File: src/rtl/pulp_clock_divider_cfg.sv
// Glitch-free runtime-configurable clock divider with optional output inversion.
// New ratio/inversion requests are applied only at a period boundary and acknowledged once.
module pulp_clock_divider_cfg #(
    parameter int unsigned DIV_WIDTH   = 8,
    parameter int unsigned DEFAULT_DIV = 1,
    parameter bit          DEFAULT_INV = 1'b0
) (
    input  logic                 clk_i,
    input  logic                 rstn_i,
    input  logic                 test_mode_i,
    input  logic                 clk_div_valid_i,
    input  logic [DIV_WIDTH-1:0] clk_div_data_i,
    input  logic                 clk_inv_i,
    output logic                 clk_div_ack_o,
    output logic                 clk_o
);

    typedef enum logic {IDLE, PENDING} state_e;

    localparam logic [DIV_WIDTH-1:0] DEF_DIV = DIV_WIDTH'(DEFAULT_DIV);

    state_e               state;
    logic [DIV_WIDTH-1:0] div_q, pend_div, cnt, cnt_next;
    logic                 inv_q, pend_inv, started, div_clk;
    logic                 bypass, boundary;
    logic [DIV_WIDTH:0]   half;

    assign bypass   = (div_q < DIV_WIDTH'(2));
    // ceil(N/2) with one extra bit so N = 2^DIV_WIDTH-1 cannot overflow
    assign half     = ({1'b0, div_q} + (DIV_WIDTH+1)'(1)) >> 1;
    // the first edge after reset opens a fresh period
    assign boundary = bypass || !started || (cnt == div_q - 1'b1);
    assign cnt_next = boundary ? '0 : cnt + 1'b1;

    always_ff @(posedge clk_i or negedge rstn_i) begin
        if (!rstn_i) begin
            state         <= IDLE;
            div_q         <= DEF_DIV;
            inv_q         <= DEFAULT_INV;
            pend_div      <= DEF_DIV;
            pend_inv      <= DEFAULT_INV;
            cnt           <= '0;
            started       <= 1'b0;
            div_clk       <= 1'b0;
            clk_div_ack_o <= 1'b0;
        end else begin
            started       <= 1'b1;
            clk_div_ack_o <= 1'b0;
            if (state == IDLE) begin
                if (clk_div_valid_i) begin
                    pend_div <= clk_div_data_i;
                    pend_inv <= clk_inv_i;
                    state    <= PENDING;
                end
                cnt     <= cnt_next;
                div_clk <= ({1'b0, cnt_next} < half);
            end else if (boundary) begin
                div_q         <= pend_div;
                inv_q         <= pend_inv;
                state         <= IDLE;
                clk_div_ack_o <= 1'b1;
                cnt           <= '0;
                div_clk       <= 1'b1;
            end else begin
                cnt     <= cnt_next;
                div_clk <= ({1'b0, cnt_next} < half);
            end
        end
    end

    // bypass and test paths are combinational so clk_o tracks clk_i directly
    always_comb begin
        if (test_mode_i) clk_o = clk_i;
        else             clk_o = (bypass ? clk_i : div_clk) ^ inv_q;
    end

endmodule

File: config.mk
export PLATFORM = sky130hd
export DESIGN_NAME = pulp_clock_divider_cfg
export DESIGN_NICKNAME = d
export VERILOG_FILES = /design/src/rtl/pulp_clock_divider_cfg.sv
export SDC_FILE = /design/constraint.sdc
export NUM_CORES = 1
export LEC_CHECK = 0
export ABC_AREA = 1
export CAP_MARGIN = 5
export CORE_MARGIN = 8
export CORE_UTILIZATION = 57
export DETAILED_ROUTE_END_ITERATION = 8
export PLACE_DENSITY = 0.82
export SYNTH_ARGS = -nofsm -noshare
export SYNTH_HDL_FRONTEND = slang
export SYNTH_SLANG_ARGS = --single-unit
File: constraint.sdc
create_clock -name clk_i -period 2.6 [get_ports clk_i]
set_input_delay 0.52 -clock clk_i [delete_from_list [all_inputs] [get_ports clk_i]]
set_output_delay 0.52 -clock clk_i [all_outputs]
set_load 0.1 [all_outputs]
# Yosys cells after proc, flatten, opt, wreduce, memory -nomap -nowiden
# Cells that the tools add are included.
op_classes:
  n_addsub: 3
  order_cmp: 2
  eq_ne: 1
  mux: 12
  bitwise_logic: 2
  n_reduce_logical: 5
ops:
  columns: ["operator", "n"]
  rows:
  - ["2-to-1 mux 8 bit", 3]
  - ["adder 8 x 1 -> 9 bit, second input constant", 1]
  - ["2-to-1 mux 1 bit", 9]
  - ["adder 8 x 1 -> 8 bit, second input constant", 1]
  - ["equality test 8 bit", 1]
  - ["less-than comparator 8 x 2 -> 1 bit, second input constant", 1]
  - ["less-than comparator 8 bit", 1]
  - ["subtractor 8 x 1 -> 8 bit, second input constant", 1]
  - ["AND reduction 2 bit", 2]
  - ["logical OR 1 bit", 2]
  - ["logical NOT 1 bit", 1]
  - ["NOT 1 bit", 1]
  - ["bitwise XOR 1 bit", 1]
totals:
  register_bits: 30
  inputBits: 13
  output_inout_bits: 2
  wordCells: 34

# Logic depth before layout (Yosys ltp)
logic_depth:
  depth_word: 7
  depth_mapped: 22
  depth_no_buf: 22

==> results_dict.tcl <==
set metrics [dict create \
    crit_path_frequent_cell "nand2_1" \
    placed_cell_area_um2 2135 \
    p_sw_frac 0.4535 \
    synth.distinct_cells 36 \
    synth_xor_area_frac 0.05797 \
    gp_congestion 0.8846 \
    synth_fp_nets 240 \
    antenna_found_initial 0 \
    worstPathArrival_ns 3.06 \
    power_frac_comb 0.517 \
    vdd_drop_max_v 0.0006804 \
    syn_area_um2 1813 \
    worstReg2RegEnd "div_clk" \
    fin_ws_ns -0.1242 \
    ff2ff_path_depth 21 \
    crit_type "register to register" \
    synth_top_family_by_area "simple AND/OR/NAND/NOR gates" \
    grt.overflow.total 0 \
    postSynthCellCount 217 \
    drc 0 \
    dr.pass1.iters 4 \
    period_needed_ns 2.724 \
    ctsHoldBuffers 0 \
    synth_compound_area_frac 0.06625 \
    r2r-start "div_q[1]" \
    vias_per_cell 5.466 \
    grt_use_total 0.1913 \
    outcome "complete, but fails checks" \
    final_area_um2 2409 \
    critPathMaxFanout 5 \
    core-area_um2 3028 \
    place_hpwl_mm 2.751 \
    path_cells "buf_4, inv_2, ha_4, buf_6, nand4_1, nand3b_1, nand2_1, nor2_1, nand3_2, nand2_4, inv_4, o21ai_2, a21oi_2, ha_1, nand2_1, inv_1, nand2_1, nand2_1, nand2_1, nand2_1, nand2_1" \
    cpPeakStageDelay_ns 0.40 \
    area_delta_synth_final_pct 32.85 \
    start_util 0.5988 \
    netlist.area_leader.share 0.3865 \
    start_kind "register" \
    grt_pass1_wl_mm 7.396 \
    ios 15 \
    clockPowerShare 0.223 \
    cpMaxStageDelayCell "dfrtp_1" \
    power_density_nw_per_um2 1170 \
    fp-row-count 20 \
    die_h_um 72.40 \
    diodes 0 \
    clock-skew-final_ns 0.01968 \
    power_w 0.002819 \
    failed_checks "setup timing" \
    setup_viol 4 \
    fin_crit_sh 1.048 \
    nets 290 \
    synth_area_leaders "dfrtp_1, nand2_1, ha_1, nor2_1, mux2_2" \
    routed_wl_mm 5.022 \
    netSwitchingPower_w 0.001278 \
    maxSlewViolCount 0 \
    hold_class "input pin to async pin" \
    worst-r2r-setup-slack_ns -0.12 \
    yosys.area_share.simple 0.2726 \
    hold_viol 0 \
    drt-initial-drc-count 196 \
    worstPathRequired_ns 2.94 \
    cap_viol_max_count 0 \
    grt_max_degree 31 \
    wl_per_cell_um 16.04 \
    path_buf_inv 5 \
    dieWidth_um 72.40 \
    ys_warn_count 0 \
    rsz0062_at_grt "yes" \
    dr_total_vias 1711 \
    drive_above_1_share 0.3048 \
    pwr-share-seq 0.260 \
    end_kind "register" \
    synth_top_area_cell "dfrtp_1" \
    grt_pass1_vias 1643 \
    numPortBuffers 14 \
    synthAdderAreaFrac 0.06901 \
    clkSlewWorstSetupHoldPaths_ns 0.11 \
    max_freq_ghz 0.3671 \
    syn_area_per_cell_um2 8.355 \
    clk_latency_ns 0.46 \
    synthMuxAreaShare 0.04900 \
    ys_seq_area_frac 0.4155 \
    ys_ff_latch 30 \
    cp_top_family "simple AND/OR/NAND/NOR gates" \
    die_area_um2 5241 \
    internal-power_w 0.001540 \
    ant_nets 0 \
    leakage_nw 1.164 \
    cts_tree "built" \
]
==> what timing repair did <==
item,4_1_cts,5_1_grt
buffers inserted,5,6
endpoints found under the hold margin,0,0
resized for setup,19,12
setup endpoints to repair,4,5
pin swaps,6,11
==> worst max path at each step <==
stage                   from      end  slack (ns)  cells past startpoint
global route        div_q[2]  div_clk       -0.30                     18
floorplan              clk_i    clk_o       -0.03                      3
finish              div_q[1]  div_clk       -0.12                     21
global placement       clk_i    clk_o       -0.72                      4
CTS                    clk_i    clk_o       -0.03                      5
detailed placement     clk_i    clk_o       -0.72                      4
==> synthesized netlist by cell type <==
library cell and count:
nand2_1 51, nor2_1 29, dfrtp_1 28, inv_1 17, nand3_1 11, ha_1 10
mux2_2 7, xor2_1 7, a21oi_1 6, inv_2 6, o21ai_1 6, xnor2_1 5
o21ai_0 4, nand4_1 3, nor3_1 3, dfstp_2 2, nand3b_1 2, o21ai_2 2
a211oi_1 1, and3_1 1, buf_6 1, buf_8 1, clkbuf_1 1, conb_1 1
inv_4 1, mux2i_1 1, nand2_4 1, nand3_2 1, nor2_2 1, nor2_4 1
nor2_8 1, nor4_1 1, nor4_2 1, o211ai_1 1, o21bai_1 1, or2_2 1
==> through the flow <==
stage	TNS [ns]	std cells	hold slack [ns]	worst slack [ns]	utilization
2_1_floorplan	-0.03334	217	0.2244	-0.03334	-
3_3_place_gp	-0.7169	290	0.4624	-0.7169	0.7050
3_5_place_dp	-0.7169	290	0.4684	-0.7169	0.7050
4_1_cts	-0.03307	307	0.4646	-0.03307	0.7632
5_1_grt	-0.7963	313	0.4319	-0.2977	0.7955
6_report	-0.1816	313	0.4366	-0.1242	0.7955
==> sequential cells by signal, summed over array words and instances (netlist names) <==
signal	count
clk_div_ack_o	1
cnt	8
div_clk	1
div_q	8
inv_q	1
pend_div	8
pend_inv	1
started	1
state	1
==> power groups by stage <==
stage	logic (W)	clock network [W]	registers, W
2_1_floorplan	0.000758	0.000133	0.000759
3_3_place_gp	0.00112	0.000154	0.000713
3_5_place_dp	0.00115	0.000154	0.000720
4_1_cts	0.00122	0.000628	0.000721
5_1_grt	0.00158	0.000681	0.000746
6_report	0.00146	0.000630	0.000733
==> layer usage <==
| metal | share of wire | GRT usage | wire (um) | up-vias |
|---|---|---|---|---|
| met5 | 0 | 0 | 0 | - |
| met2 | 0.48 | 0.2879 | 2418 | 88 |
| met3 | 0.085 | 0.09366 | 428 | 18 |
| li1 | - | - | - | 804 |
| met4 | 0.040 | 0.1356 | 201 | 0 |
| met1 | 0.39 | 0.2055 | 1973 | 801 |
==> final cells by class <==
class	count	area, um^2
Fill cell	180	619.3
Tap cell	44	55.05
Inverter	24	92.59
Clock inverter	1	5.005
Multi-Input combinational cell	160	1033
Clock buffer	13	115.1
Timing Repair Buffer	41	354.1
Sequential cell	30	753.2
==> logic make-up (layout without fill, tap and decap cells) <==
family	after synthesis	count (layout)
xor gates and xnor gates	12	12
muxes	8	8
AOI/OAI and AO/OA	21	21
and+or+nand+nor	108	108
DFF	30	30
adders and majority gates	10	10
buffers and inverters	27	79
other	1	1
==> layout by cell type, fill, tap and decap left out, types with 2 or more instances in the layout <==
master	count
clkbuf_8	2
nor2_1	28
nand3_2	2
dfstp_2	2
o21ai_1	6
nand2_1	48
inv_2	7
nand2_2	3
mux2_2	7
inv_1	16
nand4_1	3
a21oi_2	2
dfrtp_1	28
clkdlybuf4s50_1	12
xnor2_1	5
xor2_1	7
nand3_1	9
buf_4	28
ha_1	9
nor3_1	2
nor2_4	2
clkbuf_1	2
buf_12	2
a21oi_1	4
o21ai_0	2
nand3b_1	2
o21ai_2	3
clkbuf_4	7
Note: power is estimated with default switching activity, not from simulation.
